[config.mk]
export PLATFORM = sky130hd
export DESIGN_NAME = qr_pixel_writer
export DESIGN_NICKNAME = d
export VERILOG_FILES = /design/src/rtl/qr_pixel_writer_pkg.sv /design/src/rtl/qr_pixel_packer.sv /design/src/rtl/qr_pixel_writer.sv
export SDC_FILE = /design/constraint.sdc
export NUM_CORES = 1
export LEC_CHECK = 0
export BUFFER_PORTS_ARGS = -buffer_cell sky130_fd_sc_hd__buf_2
export CAP_MARGIN = 20
export CORE_ASPECT_RATIO = 1.1
export CORE_MARGIN = 5
export CORE_UTILIZATION = 25
export CTS_CLUSTER_DIAMETER = 120
export DETAILED_ROUTE_END_ITERATION = 7
export PLACE_DENSITY = 0.48
export SYNTH_ARGS = -nofsm -noshare
export SYNTH_HDL_FRONTEND = slang
export SYNTH_SLANG_ARGS = --single-unit
[constraint.sdc]
create_clock -name clk -period 2 [get_ports clk]
set_input_delay 0.1 -clock clk [delete_from_list [all_inputs] [get_ports clk]]
set_output_delay 0.1 -clock clk [all_outputs]
set_load 0.02 [all_outputs]
[src/rtl/qr_pixel_writer_pkg.sv]
// Shared types and constants for the QR pixel SRAM writer/reader pair.
// Mode constants are also used by the black-pixel search block.
package qr_pixel_writer_pkg;

  typedef enum logic [1:0] {
    IDLE = 2'd0,
    RUN  = 2'd1,
    FIN  = 2'd2
  } state_t;

  localparam logic MODE_LSB_FIRST = 1'b0;
  localparam logic MODE_MSB_FIRST = 1'b1;

  localparam int WORD_W = 4;
  localparam int ADDR_W = 8;

  function automatic logic [1:0] slot_bit(
    input logic [1:0] slot,
    input logic       mode
  );
    return (mode == MODE_MSB_FIRST) ? (2'd3 - slot) : slot;
  endfunction

endpackage

[src/rtl/qr_pixel_packer.sv]
// Packs accepted pixels into a 4-bit word using the selected nibble order.
// The pack register clears as the word completes.
module qr_pixel_packer
  import qr_pixel_writer_pkg::*;
(
  input  logic              clk,
  input  logic              rst,
  input  logic              clr,
  input  logic              accept,
  input  logic              pix,
  input  logic [1:0]        slot,
  input  logic              last_col,
  input  logic              mode,
  output logic [WORD_W-1:0] word,
  output logic              complete
);

  logic [WORD_W-1:0] pack_q;

  // word already includes the pixel being accepted this cycle
  always_comb begin
    word = pack_q;
    if (accept && pix) begin
      word[slot_bit(slot, mode)] = 1'b1;
    end
  end

  assign complete = accept && ((slot == 2'd3) || last_col);

  always_ff @(posedge clk) begin
    if (rst || clr) begin
      pack_q <= '0;
    end else if (accept) begin
      pack_q <= complete ? '0 : word;
    end
  end

endmodule

[src/rtl/qr_pixel_writer.sv]
// Raster pixel stream to 4-bit SRAM words, one row per ROW_STRIDE words.
// Holds the frame FSM, counters and write address generation.
module qr_pixel_writer
  import qr_pixel_writer_pkg::*;
#(
  parameter int COLS       = 21,
  parameter int ROWS       = 21,
  parameter int ROW_STRIDE = 8
) (
  input  logic              clk,
  input  logic              rst,
  input  logic              start,
  input  logic [ADDR_W-1:0] base_addr,
  input  logic              mode,
  input  logic              pix_valid,
  input  logic              pix_data,
  output logic              pix_ready,
  output logic              sram_wen,
  output logic [ADDR_W-1:0] sram_waddr,
  output logic [WORD_W-1:0] sram_wdata,
  output logic              busy,
  output logic              done
);

  localparam int CW = (COLS > 1) ? $clog2(COLS) : 1;
  localparam int RW = (ROWS > 1) ? $clog2(ROWS) : 1;
  localparam int NW = (COLS + 3) / 4;

  generate
    if (NW > ROW_STRIDE) begin : g_stride_chk
      $error("ROW_STRIDE too small for COLS");
    end
  endgenerate

  state_t state_q, state_d;

  logic [CW-1:0]     col_q;
  logic [RW-1:0]     row_q;
  logic [ADDR_W-1:0] word_q;
  logic [ADDR_W-1:0] row_off_q;
  logic [ADDR_W-1:0] base_q;
  logic              mode_q;

  logic              accept;
  logic              launch;
  logic              last_col;
  logic              last_row;
  logic [1:0]        slot;
  logic [WORD_W-1:0] word;
  logic              complete;

  assign pix_ready = (state_q == RUN);
  assign busy      = (state_q != IDLE);
  assign accept    = pix_valid && pix_ready;
  assign launch    = (state_q == IDLE) && start;
  assign last_col  = (col_q == CW'(COLS - 1));
  assign last_row  = (row_q == RW'(ROWS - 1));
  assign slot      = 2'(32'(col_q) % 4);

  always_comb begin
    state_d = state_q;
    unique case (state_q)
      IDLE:    if (start) state_d = RUN;
      RUN:     if (accept && last_col && last_row) state_d = FIN;
      FIN:     state_d = IDLE;
      default: state_d = IDLE;
    endcase
  end

  always_ff @(posedge clk) begin
    if (rst) begin
      state_q   <= IDLE;
      col_q     <= '0;
      row_q     <= '0;
      word_q    <= '0;
      row_off_q <= '0;
      base_q    <= '0;
      mode_q    <= MODE_LSB_FIRST;
    end else begin
      state_q <= state_d;
      if (launch) begin
        base_q    <= base_addr;
        mode_q    <= mode;
        col_q     <= '0;
        row_q     <= '0;
        word_q    <= '0;
        row_off_q <= '0;
      end else if (accept) begin
        if (last_col) begin
          col_q     <= '0;
          word_q    <= '0;
          row_q     <= row_q + RW'(1);
          row_off_q <= row_off_q + ADDR_W'(ROW_STRIDE);
        end else begin
          col_q <= col_q + CW'(1);
          if (slot == 2'd3) word_q <= word_q + ADDR_W'(1);
        end
      end
    end
  end

  qr_pixel_packer u_packer (
    .clk      (clk),
    .rst      (rst),
    .clr      (launch),
    .accept   (accept),
    .pix      (pix_data),
    .slot     (slot),
    .last_col (last_col),
    .mode     (mode_q),
    .word     (word),
    .complete (complete)
  );

  // address wraps modulo 256 by width
  always_ff @(posedge clk) begin
    if (rst) begin
      sram_wen   <= 1'b0;
      sram_waddr <= '0;
      sram_wdata <= '0;
      done       <= 1'b0;
    end else begin
      sram_wen <= complete;
      done     <= complete && last_col && last_row;
      if (complete) begin
        sram_waddr <= base_q + row_off_q + word_q;
        sram_wdata <= word;
      end
    end
  end

endmodule

==> results.sh <==
export IMPL_status="finished with violations"
export IMPL_failing_checks="negative setup slack"
export IMPL_async_flop_share=0
export IMPL_cp_cell_sequence="fa_1, ha_4, nor2b_4, o31a_1, o22ai_2, xnor2_1, a211oi_1"
export IMPL_critical_path_buf_inv_count=0
export IMPL_floorplan_initialDensity=0.252
export IMPL_cells_taking_the_most_area_after_synthesis="dfxtp_1 (42%), ha_1 (7.6%), nor2_1 (6.9%), nand2_1 (5.2%), a21oi_1 (4.7%)"
export IMPL_post_place_cells=434
export IMPL_finalWorstSetupSlack_ns=-0.0118
export IMPL_grt_first_pass_wirelength_mm=9.36
export IMPL_cts_htree_levels=2
export IMPL_timing_max_cap_violations=0
export IMPL_synthesis_area_per_instance_sq_um=8.89
export IMPL_worst_ep_arrival_time_ns=2.25
export IMPL_synth_cells=276
export IMPL_synth_edf_count=0
export IMPL_timing_critical_path_max_delay_family="adder cells"
export IMPL_timing_final_crit_share=1.01
export IMPL_fin_cells=442
export IMPL_globalplace_congestion=0.813
export IMPL_min_delay_path_class="input pin to flop"
export IMPL_top_area_cell_type_share_of_the_netlist_area=0.424
export IMPL_post_route_cells_drive_above_1_share=0.230
export IMPL_worstSetupStartpointType="flop"
export IMPL_max_slew_margin_rel=0.652
export IMPL_yosys_cell_types=42
export IMPL_dieWidth_microns=104
export IMPL_cts_max_path_buffers=2
export IMPL_nNetsFinal=355
export IMPL_vias=1941
export IMPL_cts_tree="done"
export IMPL_place_detailed_hpwl_mm=4.21
export IMPL_p_total_mw=1.83
export IMPL_placedInstanceArea_sq_um=2850
export IMPL_synth_commonest_cells="dfxtp_1 (52), nor2_1 (45), nand2_1 (34)"
export IMPL_worst_slew_pin_transition_ns=0.521
export IMPL_finalWirelength_mm=5.56
export IMPL_power_leakage_nw=1.23
export IMPL_synth_ff_latch_count=52
export IMPL_antenna_diode_count=0
export IMPL_post_synth_mux_area_share=0.0122
export IMPL_cts_setup_buffers=0
export IMPL_r2r_setup_slack_ns=-0.01
export IMPL_total_area_of_multi_input_combinational_cells_sq_um=1350
export IMPL_growth_of_design_area_from_synthesis_to_finish_pct=21.5
export IMPL_synthesis_area_sq_um=2450
export IMPL_dieHeight_microns=114
export IMPL_final_hold_violation_count=0
export IMPL_boundaryPins=30
export IMPL_antenna_violations_before_repair=0
export IMPL_slowest_delay_ns=0.59
export IMPL_synth_seq_area_share=0.424
export IMPL_clock_pin_slew_of_the_registers_on_the_worst_case_setup_and_hold_paths_ns=0.11
export IMPL_core_region_area_sq_um=9750
export IMPL_crit_path_top_delay_cell="fa_1"
export IMPL_timing_max_transition_violations_final=0
export IMPL_grt_start_max_net_pins=19
export IMPL_synth_xor_area_frac=0.0785
export IMPL_initialDrtViolationCount=65
export IMPL_worst_endpoint_required_ns=2.24
export IMPL_yosys_most_used_dff="dfxtp_1"
export IMPL_pwr_density_nw_per_um2=615
export IMPL_route_detailed_drc=0
export IMPL_detail_route_antenna_nets=0
export IMPL_final_setup_viol_count=1
export IMPL_filler_cell_count=1021
export IMPL_tritoncts_num_buffers=5
export IMPL_worstSetupPathType="flop to flop"
export IMPL_yosys_area_top_type="dfxtp_1"
export IMPL_synth_compound_gate_area_share=0.108
export IMPL_adder_and_majority_gate_portion_of_the_synthesized_area=0.117
export IMPL_setup_worst_path_end_class="flop"
export IMPL_synthesis_nets=310
export IMPL_synthMostInstantiatedCell="dfxtp_1"
export IMPL_fmax_mhz=497
export IMPL_critical_path_peak_fanout=3
export IMPL_synthesis_yosys_warnings=0
export IMPL_layout_min_cycle_time_ns=2.01
export IMPL_globalRouteTotalUtil=0.0971
export IMPL_num_rows=38
export IMPL_root_buffer="clkbuf_8"
export IMPL_synth_top_family_by_area="simple AND/OR/NAND/NOR gates"
export IMPL_place_port_buffers=29
export IMPL_detail_route_wl_per_cell_microns=12.6
export IMPL_gr_total_overflow=0
export IMPL_max_vdd_ir_drop_uv=285
export IMPL_finalInstanceArea_sq_um=2980
export IMPL_grt_pass1_vias=1919
export IMPL_fin_hold_ws_ns=0.0113
export IMPL_yosys_area_share_simple=0.216
export IMPL_clkLatencyLatePin_ns=0.32
export IMPL_cts_sinks=52
export IMPL_cts_hold_buffers=0
export IMPL_drt_pass1_iterations=4
export IMPL_setup_total_negative_slack_ns=-0.0118
export IMPL_die_area_sq_um=11900
export IMPL_rsz0062_at_grt="true"
export IMPL_route_detailed_vias_per_inst=4.39
export IMPL_clock_skew_final_ns=0.0149
export IMPL_area_sequential_sq_um=1050
[cell type report]
| cell class | count | share of cell area |
|---|---|---|
| multi-input combinational | 203 | 0.454 |
| sequential | 52 | 0.351 |
| timing repair buffer | 51 | 0.104 |
| tap | 120 | 0.0504 |
| clock buffer | 5 | 0.0231 |
| inverter | 8 | 0.0101 |
| clock inverter | 3 | 0.00797 |
[state kept, by name, summed over array words and instances, names as in the netlist, 2 cells and up]
name and cells:
sram_wdata 4, state_q 2, base_q 8, row_off_q 5
col_q 5, row_q 5, sram_waddr 8, u_packer.pack_q 4
word_q 8
[metrics by stage]
stage / util / worst slack, ns
after floorplan: - / 0.0355
after global placement: 0.292 / -0.0177
after detailed placement: 0.292 / -0.0394
after CTS: 0.304 / -0.0300
after global routing: 0.306 / -0.120
final: 0.306 / -0.0118
[layer usage]
layer,track usage,share of wire
met5,0,0
met4,0.0302,0.017
met3,0.0255,0.051
met2,0.159,0.46
met1,0.125,0.47
[cells in the final DEF, fill, tap and decap left out, types with 2 or more instances in the layout]
cell type	netlist	final
nand2_1	34	34
inv_1	8	8
nand3_1	4	4
xor2_1	12	12
buf_2	1	29
nor2_1	45	45
ha_4	0	2
nand4_1	9	9
and2_1	2	2
nor3_1	4	4
fa_2	0	2
fa_1	5	3
or3_1	2	2
dfxtp_2	0	4
a21oi_1	23	23
o21a_1	2	2
nor2b_1	3	2
dfxtp_1	52	48
mux2i_1	3	3
buf_4	2	22
clkbuf_8	0	5
xnor2_1	10	10
o21ai_1	1	3
a211oi_1	8	7
clkinvlp_4	0	2
ha_1	15	13
[worst min-delay path: cells and delay by family]
kind,cells,cell delay (ns)
AOI/OAI and AO/OA,1,0.05
buffers and inverters,1,0.10
and+or+nand+nor,1,0.05
[final timing paths]
| path | depth (start not counted) | startpoint | endpoint |
|---|---|---|---|
| max | 7 | row_off_q[3]$_SDFFE_PP0P_ | sram_waddr[7]$_SDFFE_PP0P_ |
| min | 3 | base_addr[0] | base_q[0]$_SDFFE_PP0P_ |
| max reg2reg | 7 | row_off_q[3]$_SDFFE_PP0P_ | sram_waddr[7]$_SDFFE_PP0P_ |
| min reg2reg | 2 | sram_waddr[4]$_SDFFE_PP0P_ | sram_waddr[4]$_SDFFE_PP0P_ |
[cell families after synthesis]
kind of cell / after synthesis
compound gates: 44
xor+xnor: 22
fa+ha+maj: 20
buf+inv: 21
flops: 52
mux: 3
simple gates: 114
[power by group]
| part | switching [mW] | internal (mW) | leakage (nW) |
|---|---|---|---|
| clock | 0.382 | 0.249 | 0.0404 |
| sequential | 0.0105 | 1.05 | 0.422 |
| combinational | 0.0838 | 0.0578 | 0.768 |
| total | 0.477 | 1.36 | 1.23 |
[repair_timing]
item | CTS | global route
resized for setup | 5 | 7
pin swaps | 2 | 6
setup endpoints to repair | 3 | 3
(Power assumes the default switching activity.)
